--- src/rtl/uart_tx_arbiter_pkg.sv ---
// Purpose : Shared definitions for the UART transmit arbiter: FSM state
//           encoding, the default transmitter word width and a generic
//           round-robin pick function usable by any arbiter up to 8 ways.
// Contents: arb_state_t, UART_D_WIDTH, RR_MAX, rr_pick_t, rr_pick().
package uart_pkg;

    localparam int UART_D_WIDTH = 4;
    localparam int RR_MAX       = 8;

    typedef enum logic [1:0] {
        IDLE,
        LAUNCH,
        WAIT_BUSY,
        WAIT_DONE
    } arb_state_t;

    typedef struct packed {
        logic       valid;
        logic [2:0] idx;
    } rr_pick_t;

    // First set bit of req in the order ptr, ptr+1, ... wrapping at n.
    // Only the low n bits of req are considered; ptr must be below n.
    function automatic rr_pick_t rr_pick(input logic [RR_MAX-1:0] req,
                                         input logic [2:0]        ptr,
                                         input int                n);
        rr_pick_t   r;
        logic [3:0] j;
        r = '0;
        for (int k = 0; k < RR_MAX; k++) begin
            // ptr < n and k < n, so a single subtraction wraps correctly
            j = {1'b0, ptr} + 4'(k);
            if (j >= 4'(n)) j = j - 4'(n);
            if ((k < n) && !r.valid && req[j[2:0]]) begin
                r.valid = 1'b1;
                r.idx   = j[2:0];
            end
        end
        return r;
    endfunction

endpackage

--- src/rtl/uart_tx_arbiter_if.sv ---
// Purpose : Bundles the requester handshake and transmitter-side signals of
//           the UART transmit arbiter.
// Modports: slave  - the arbiter (drives ack/done/err/enable/data/status)
//           master - clients plus transmitter (drive req/req_data/busy)
interface uart_tx_arbiter_if
    import uart_pkg::*;
#(
    parameter int N_REQ   = 4,
    parameter int D_WIDTH = UART_D_WIDTH
);
    localparam int IDX_W = (N_REQ > 1) ? $clog2(N_REQ) : 1;

    logic [N_REQ-1:0]         req;
    logic [N_REQ*D_WIDTH-1:0] req_data;
    logic [N_REQ-1:0]         ack;
    logic [N_REQ-1:0]         done;
    logic                     err;
    logic                     uart_tx_ena;
    logic [D_WIDTH-1:0]       uart_tx_data;
    logic                     uart_tx_busy;
    logic [IDX_W-1:0]         grant_idx;
    logic                     active;

    modport slave (
        input  req, req_data, uart_tx_busy,
        output ack, done, err, uart_tx_ena, uart_tx_data, grant_idx, active
    );

    modport master (
        output req, req_data, uart_tx_busy,
        input  ack, done, err, uart_tx_ena, uart_tx_data, grant_idx, active
    );

endinterface

--- src/rtl/uart_tx_arbiter_rr_pick.sv ---
// Purpose : Combinational round-robin selector, reusable by other arbiters.
// Ports   : i_req   - request vector, bit i for requester i
//           i_ptr   - highest-priority index
//           o_idx   - winner index (valid only when o_valid)
//           o_valid - at least one request is set
module rr_pick_n
    import uart_pkg::*;
#(
    parameter int N_REQ = 4,
    parameter int IDX_W = (N_REQ > 1) ? $clog2(N_REQ) : 1
)(
    input  logic [N_REQ-1:0] i_req,
    input  logic [IDX_W-1:0] i_ptr,
    output logic [IDX_W-1:0] o_idx,
    output logic             o_valid
);

    logic [RR_MAX-1:0] w_req;
    logic [2:0]        w_ptr;
    rr_pick_t          w_pick;

    always_comb begin
        w_req               = '0;
        w_req[N_REQ-1:0]    = i_req;
        w_ptr               = '0;
        w_ptr[IDX_W-1:0]    = i_ptr;
    end

    assign w_pick  = rr_pick(w_req, w_ptr, N_REQ);
    assign o_valid = w_pick.valid;

    // Narrow the 3-bit package index down to this arbiter's index width.
    always_comb begin
        o_idx = '0;
        for (int i = 0; i < N_REQ; i++) begin
            if (w_pick.idx == 3'(i)) o_idx = IDX_W'(i);
        end
    end

endmodule

--- src/rtl/uart_tx_arbiter.sv ---
// Purpose : Shares one UART transmitter among N_REQ requesters. A round-robin
//           winner is captured, the transmitter enable is pulsed for one
//           cycle, and the transmitter busy flag is followed through one
//           frame, reporting capture (ack), completion (done) or a transmitter
//           that never started (err).
// Ports   : clk - rising-edge clock
//           rst - asynchronous active-low reset
//           bus - uart_tx_arbiter_if.slave (requests, status, transmitter)
module uart_tx_arbiter
    import uart_pkg::*;
#(
    parameter int N_REQ      = 4,
    parameter int D_WIDTH    = UART_D_WIDTH,
    parameter int WAIT_LIMIT = 7
)(
    input  logic              clk,
    input  logic              rst,
    uart_tx_arbiter_if.slave  bus
);

    localparam int IDX_W = (N_REQ > 1) ? $clog2(N_REQ) : 1;

    arb_state_t         r_state, w_state_nx;
    logic [IDX_W-1:0]   r_ptr, w_ptr_nx;
    logic [IDX_W-1:0]   r_grant, w_grant_nx;
    logic [D_WIDTH-1:0] r_data, w_data_nx;
    logic [N_REQ-1:0]   r_ack, w_ack_nx;
    logic [N_REQ-1:0]   r_done, w_done_nx;
    logic               r_err, w_err_nx;
    logic               r_ena, w_ena_nx;
    logic               r_active, w_active_nx;
    logic [7:0]         r_wcnt, w_wcnt_nx;

    logic [IDX_W-1:0]   w_pick_idx;
    logic               w_pick_vld;
    logic [IDX_W-1:0]   w_ptr_after;

    rr_pick_n #(.N_REQ(N_REQ), .IDX_W(IDX_W)) u_pick (
        .i_req   (bus.req),
        .i_ptr   (r_ptr),
        .o_idx   (w_pick_idx),
        .o_valid (w_pick_vld)
    );

    // The requester after the one just served gets top priority next.
    assign w_ptr_after = (r_grant == IDX_W'(N_REQ - 1)) ? '0 : r_grant + 1'b1;

    always_ff @(posedge clk or negedge rst) begin
        if (!rst) begin
            r_state  <= IDLE;
            r_ptr    <= '0;
            r_grant  <= '0;
            r_data   <= '0;
            r_ack    <= '0;
            r_done   <= '0;
            r_err    <= 1'b0;
            r_ena    <= 1'b0;
            r_active <= 1'b0;
            r_wcnt   <= '0;
        end else begin
            r_state  <= w_state_nx;
            r_ptr    <= w_ptr_nx;
            r_grant  <= w_grant_nx;
            r_data   <= w_data_nx;
            r_ack    <= w_ack_nx;
            r_done   <= w_done_nx;
            r_err    <= w_err_nx;
            r_ena    <= w_ena_nx;
            r_active <= w_active_nx;
            r_wcnt   <= w_wcnt_nx;
        end
    end

    always_comb begin
        w_state_nx = r_state;
        w_ptr_nx   = r_ptr;
        w_grant_nx = r_grant;
        w_data_nx  = r_data;
        w_ack_nx   = '0;
        w_done_nx  = '0;
        w_err_nx   = 1'b0;
        w_ena_nx   = 1'b0;
        w_wcnt_nx  = r_wcnt;

        case (r_state)
            IDLE: begin
                // A frame still running for a previous owner blocks launch.
                if (w_pick_vld && !bus.uart_tx_busy) begin
                    w_grant_nx           = w_pick_idx;
                    w_data_nx            = bus.req_data[int'(w_pick_idx)*D_WIDTH +: D_WIDTH];
                    w_ack_nx[w_pick_idx] = 1'b1;
                    w_ena_nx             = 1'b1;
                    w_state_nx           = LAUNCH;
                end
            end
            LAUNCH: begin
                w_wcnt_nx  = '0;
                w_state_nx = WAIT_BUSY;
            end
            WAIT_BUSY: begin
                if (bus.uart_tx_busy) begin
                    w_state_nx = WAIT_DONE;
                end else if (r_wcnt == 8'(WAIT_LIMIT - 1)) begin
                    w_err_nx   = 1'b1;
                    w_ptr_nx   = w_ptr_after;
                    w_state_nx = IDLE;
                end else begin
                    w_wcnt_nx = r_wcnt + 8'd1;
                end
            end
            WAIT_DONE: begin
                if (!bus.uart_tx_busy) begin
                    w_done_nx[r_grant] = 1'b1;
                    w_ptr_nx           = w_ptr_after;
                    w_state_nx         = IDLE;
                end
            end
            default: w_state_nx = IDLE;
        endcase

        w_active_nx = (w_state_nx != IDLE);
    end

    assign bus.ack          = r_ack;
    assign bus.done         = r_done;
    assign bus.err          = r_err;
    assign bus.uart_tx_ena  = r_ena;
    assign bus.uart_tx_data = r_data;
    assign bus.grant_idx    = r_grant;
    assign bus.active       = r_active;

endmodule

--- src/flat_wrapper.sv ---
// flat-port wrapper written by rule: the top's interface ports become plain ports
module uart_tx_arbiter_flat import uart_pkg::*;
#(
    parameter int N_REQ      = 4,
    parameter int D_WIDTH    = UART_D_WIDTH,
    parameter int WAIT_LIMIT = 7
)
  (clk, rst, bus_req, bus_req_data, bus_uart_tx_busy, bus_ack, bus_done, bus_err, bus_uart_tx_ena, bus_uart_tx_data, bus_grant_idx, bus_active);
  uart_tx_arbiter_if #(.N_REQ(N_REQ), .D_WIDTH(D_WIDTH)) bus_i ();
  input  logic clk;
  input  logic rst;
  input wire logic [$bits(bus_i.req)-1:0] bus_req;
  input wire logic [$bits(bus_i.req_data)-1:0] bus_req_data;
  input wire logic [$bits(bus_i.uart_tx_busy)-1:0] bus_uart_tx_busy;
  output wire logic [$bits(bus_i.ack)-1:0] bus_ack;
  output wire logic [$bits(bus_i.done)-1:0] bus_done;
  output wire logic [$bits(bus_i.err)-1:0] bus_err;
  output wire logic [$bits(bus_i.uart_tx_ena)-1:0] bus_uart_tx_ena;
  output wire logic [$bits(bus_i.uart_tx_data)-1:0] bus_uart_tx_data;
  output wire logic [$bits(bus_i.grant_idx)-1:0] bus_grant_idx;
  output wire logic [$bits(bus_i.active)-1:0] bus_active;
  assign bus_i.req = bus_req;
  assign bus_i.req_data = bus_req_data;
  assign bus_i.uart_tx_busy = bus_uart_tx_busy;
  assign bus_ack = bus_i.ack;
  assign bus_done = bus_i.done;
  assign bus_err = bus_i.err;
  assign bus_uart_tx_ena = bus_i.uart_tx_ena;
  assign bus_uart_tx_data = bus_i.uart_tx_data;
  assign bus_grant_idx = bus_i.grant_idx;
  assign bus_active = bus_i.active;
  uart_tx_arbiter #(.N_REQ(N_REQ), .D_WIDTH(D_WIDTH), .WAIT_LIMIT(WAIT_LIMIT)) u_core (.clk(clk), .rst(rst), .bus(bus_i));
endmodule
--- config.mk ---
export PLATFORM = sky130hd
export DESIGN_NAME = uart_tx_arbiter_flat
export DESIGN_NICKNAME = d
export VERILOG_FILES = /design/src/rtl/uart_tx_arbiter_pkg.sv /design/src/rtl/uart_tx_arbiter_if.sv /design/src/rtl/uart_tx_arbiter_rr_pick.sv /design/src/rtl/uart_tx_arbiter.sv /design/src/flat_wrapper.sv
export SDC_FILE = /design/constraint.sdc
export NUM_CORES = 1
export LEC_CHECK = 0
export BUFFER_PORTS_ARGS = -buffer_cell sky130_fd_sc_hd__clkbuf_2
export CORE_MARGIN = 3
export CORE_UTILIZATION = 45
export DETAILED_ROUTE_END_ITERATION = 10
export PLACE_DENSITY = 0.69
export SLEW_MARGIN = 20
export SYNTH_ARGS = -nofsm -noshare
export SYNTH_HDL_FRONTEND = slang
export SYNTH_HIERARCHICAL = 1
export SYNTH_SLANG_ARGS = --single-unit
--- constraint.sdc ---
create_clock -name clk -period 4.9 [get_ports clk]
set_input_delay 0.98 -clock clk [delete_from_list [all_inputs] [get_ports clk]]
set_output_delay 0.98 -clock clk [all_outputs]
set_load 0.005 [all_outputs]
# Word level (Yosys, flattened, before mapping)
# Cells that the tools add are included.
# classes
n_reduce_logical	17
n_eq_ne	12
n_addsub	9
shift	1
order_cmp	12
mux	45
# op_table
operator	count
$mux W4	8
$mux W2	10
$lt A3 B4 Y1 const B	4
$mux W8	2
$pmux W8 S2	1
$shiftx A16 B5 Y4	1
$bmux W1 S3	4
$mux W1	12
$mux W3	4
$ge A3 B3 Y1 const B	3
$sub A3 B3 Y3 const B	3
$add A8 B1 Y8 const B	1
$eq A8 B3 Y1 const B	1
$pmux W2 S4	1
$add A2 B2 Y3 const B	2
$eq A2 B2 Y1 const B	3
$eq A3 B2 Y1 const B	2
$logic_and A1 B1 Y1	6
$lt A2 B3 Y1 const B	2
$ne A2 B2 Y1 const B	3
$reduce_bool A2 Y1	3
$demux W1 S2	2
$ge A2 B1 Y1 const B	2
$logic_not A1 Y1	4
other kinds (12)	12
# totals
inputBits	23
elab_cells	106
reg_bits	29
out_inout_bits	17

# Depth between registers and ports, before layout
# depth
depth_word	24
depth_mapped	12
mapped_depth_nobuf	10

# Cells and area by module
# Netlist, hierarchy kept.
# by_module_without_submodules
mod	area_each_um2	cells_per_inst	seq_area_each_um2	instances
uart_tx_arbiter	1420.1	116	725.7	1
rr_pick_n	296.5	38	0.0	1

# Least setup slack after synthesis
# Ideal clock, no wire load.
# synth_path
kind	reg2reg
startpoint	reg u_core.r_ptr[0]
endpoint	reg u_core.r_data[0], in the netlist u_core/bus.uart_tx_data[0]
period_less_slack_ns	3.098
required_ns	4.775
arrival_ns	2.973
setup_time_ns	0.125
slack_ns	1.802
n_path_buf	2
stages_incl_launch_ff	11
path_cell_list	dfrtp_1 -> buf_4 -> inv_1 -> ha_1 -> mux4_2 -> a21boi_4 -> a31oi_1 -> o311a_1 -> buf_2 -> mux4_2 -> mux2_2
# synth_via
elab_chain_len	19
elab_cells_between_ends	42
classes_between	7 x add/sub; 4 x order compare; 3 x eq/ne; 1 x shift; 19 x mux; 8 x reduce/logical
# synth_lines
item	line_no	rtl
start, declared	uart_tx_arbiter.sv:24	logic [IDX_W-1:0] r_ptr, w_ptr_nx;
start signal, assigned	uart_tx_arbiter.sv:62	r_ptr <= w_ptr_nx;
parallel branches: the longest is 13 deep, another holds $add A2 B1 Y3	--	
$mux W4 *	uart_tx_arbiter_pkg.sv:34	if ((k < n) && !r.valid && req[j[2:0]]) begin
$eq A3 B1 Y1	uart_tx_arbiter_rr_pick.sv:36	if (w_pick.idx == 3'(i)) o_idx = IDX_W'(i);
$mux W1	uart_tx_arbiter_rr_pick.sv:36	
$mux W2	uart_tx_arbiter_rr_pick.sv:36	
$mux W2 *	uart_tx_arbiter_rr_pick.sv:36	
via u_core.w_pick_idx[0]	uart_tx_arbiter.sv:34	logic [IDX_W-1:0] w_pick_idx;
$shiftx A16 B5 Y4 *	uart_tx_arbiter.sv:90	w_data_nx = bus.req_data[int'(w_pick_idx)*D_WIDTH +: D_WIDTH];
end signal, assigned	uart_tx_arbiter.sv:64	r_data <= w_data_nx;
end, declared	uart_tx_arbiter.sv:26	logic [D_WIDTH-1:0] r_data, w_data_nx;
# Mark *: on every way through the listed nets, which the timed path passes. The select of a mux whose other input is x is not followed.
# A chain may end at the register's enable or synchronous reset.

# Worst setup path after layout
# layout_path
startpoint	reg u_core.r_ptr[0]
endpoint	reg u_core.r_data[3], in the netlist u_core/bus.uart_tx_data[3]
# Same word-level chain as after synthesis.

==> flow_summary.toml <==
[clock_tree]
htreeDepth = 2
insertion_delay_ps = 270
post_cts_resized = 0
postCtsSetupRepairBufs = 0
clockBufferDepth = 2
clkSinkCount = 29
path_clk_slew_ps = 60
cts_tree = "built"
cts_root_buffer = "clkbuf_8"
cts_hold_buffers = 0
cts_buffers = 5

[cells_and_area]
multi_input_area_sq_um = 927
seq_area_sq_um = 726
utilization_pct = 58.4
final_common_cell = "clkbuf_2"
fill_cells = 289
drive_gt1_share_pct = 33.8
layout_common_cells = "39 x clkbuf_2, 29 x dfrtp_1, 14 x nand2_1"
antenna_cells = 0
final_nets = 228
area_growth_pct = 18.9

[grt]
grt_usage_pct = 16.1
grt_pass1_vias = 1276
antenna_found_initial = 0
grt_start_max_net_pins = 30
grt_overflow = 0
grt_first_pass_wirelength_microns = 5600

[worst_hold_path]
holdPathStages = 1
hp-start = "u_core/bus.uart_tx_data[2]"
hold_class = "flop to flop"
min_to = "u_core/bus.uart_tx_data[2]"

[timing]
min_period_ps = 3540
finalMaxSlewViolations = 0
setup-violations-final = 0
hold_viol_final = 0
slew_headroom_pct = 46.8
post-route-period-util_pct = 72.2
whs_ps = 509
timing.setup.tns_ps = 0
max_freq_mhz = 283
grt_setup_unrepaired = "no"
max_slew.worst_pin.slew_ps = 794
finClkSkew_ps = 3.64

[placed_design]
port_buffers = 39
dpl.hpwl_microns = 2630
gp_congestion = 0.829

[setup_path]
critPathMostFrequentCell = "mux4_2"
worstSetupPathType = "flop to flop"
slowest_stage = "dfrtp_1"
start_kind = "flop"
endpoint_kind = "flop"
critical_path_arrival_ps = 3690
crit_buf_inv = 1
crit_path_cell_trace = "inv_1 -> ha_1 -> mux4_2 -> a21boi_4 -> a31oi_1 -> o311a_1 -> mux4_2 -> mux2_2"
r2r-start = "u_core/r_ptr[0]"
r2r_cells = 8
timing.rr.end = "u_core/bus.uart_tx_data[3]"
cp_top_family = "multiplexers"
max_stage_delay_ps = 650
path_max_fanout = 14
rrSetupSlack_ps = 1360
crit_required_ps = 5050

[drt]
drtIter0Drc = 61
wl_microns = 3470
wl_per_cell_microns = 14.4
ant_nets = 0
first_pass_iters = 4
drc_errors = 0
vias = 1283
viasPerCell = 5.32

[die]
die-area_sq_mm = 0.00459
die_h_microns = 67.8
rows = 21
ios = 40
core_sq_mm = 0.00349
die_w_microns = 67.8
start_util_pct = 49.1

[logic_synthesis]
synth_async_sr_flop_share_pct = 100
synth_area_sq_mm = 0.00172
ys_seq_area_share_pct = 42.3
synth_ff_type = "dfrtp_1"
synth_nets = 188
synth.distinct_cells = 43
syn_area_per_cell_sq_um = 11.1
synth_edf_count = 0
synthesis.instances = 154
ys_warn_count = 6
yosys_register_bits = 29

[pwr]
power_density_mw_per_mm2 = 546
ir_drop_v = 0.000336
p_leak_nw = 1.02
power_w = 0.00111

[job]
cap_violations = 0

[status]
status = "completed"
==> logic make-up after synthesis <==
family                   count (synthesis)  synth area share (%)
AND/OR/NAND/NOR                         54                  18.2
flip-flops                              29                  42.3
AO/OA/AOI/OAI                           27                  12.0
multiplexers                            17                  15.2
buffers and inverters                   15                  3.72
adder cells (fa/ha/maj)                 11                  8.02
XOR/XNOR                                 1                 0.510
==> cell type report <==
cell class	instances	area share (%)
inverter	9	1.66
clock buffer	7	4.72
multi-input combinational	110	45.4
timing repair buffer	39	9.56
clock inverter	1	0.245
tap	46	2.82
sequential	29	35.6
==> registers in the layout, indices dropped and copies added (netlist names) <==
register	count
u_core/r_state	2
u_core/bus.uart_tx_data	4
u_core/bus.ack	4
u_core/r_ptr	2
u_core/bus.grant_idx	2
u_core/bus.done	4
u_core/bus.active	1
u_core/bus.err	1
u_core/bus.uart_tx_ena	1
u_core/r_wcnt	8
==> report_power, final <==
| group | internal (W) | leakage (nW) | switching (W) |
|---|---|---|---|
| registers | 0.000304 | 0.376 | 0.0000953 |
| clock network | 0.000127 | 0.0542 | 0.0000843 |
| logic | 0.000264 | 0.589 | 0.000240 |
==> metal layers <==
metal  vias up  track usage [%]  wire length, microns
met4         0             5.32                    12
met1       614             19.8                  1530
met2        29             27.9                  1790
li1        638                -                     -
met3         2             3.16                   134
met5         -                0                     0
==> cell usage after synthesis, drive strengths merged, types with 2 or more instances <==
library cell   n  area (sq um)
a21oi          4          31.3
a22o           2          17.5
a31oi          2          12.5
and3           5          31.3
and3b          3          26.3
buf            4          22.5
clkbuf         2          7.51
dfrtp         29           726
ha            11           138
inv            9          33.8
mux2           7          86.3
mux2i          4          40.0
mux4           6           135
nand2         15          58.8
nand2b         2          12.5
nand4          3          18.8
nor2          10          37.5
nor2b          3          18.8
nor3           4          25.0
nor3b          2          15.0
o211ai         2          15.0
o21ai          7          35.0
o22ai          2          12.5
or3            2          12.5
==> how the worst max path moves through the flow <==
stage               cells after the start                         end       startpoint  slack (ps)
floorplan                              10  u_core/bus.uart_tx_data[0]  u_core/r_ptr[0]        1800
global placement                        8  u_core/bus.uart_tx_data[1]  u_core/r_ptr[0]        1540
detailed placement                      8  u_core/bus.uart_tx_data[3]  u_core/r_ptr[0]        1380
CTS                                     8  u_core/bus.uart_tx_data[3]  u_core/r_ptr[0]        1360
global route                            8  u_core/bus.uart_tx_data[1]  u_core/r_ptr[0]        1160
finish                                  8  u_core/bus.uart_tx_data[3]  u_core/r_ptr[0]        1360
==> stage by stage <==
stage / setup slack (ps) / instances / area (sq um)
6_report: 1360 / 241 / 2040
3_3_place_gp: 1540 / 233 / 1940
3_5_place_dp: 1380 / 233 / 1940
5_1_grt: 1160 / 241 / 2040
2_1_floorplan: 1800 / 154 / 1720
4_1_cts: 1360 / 241 / 2040
No activity file was read; power rests on OpenSTA's default activity.
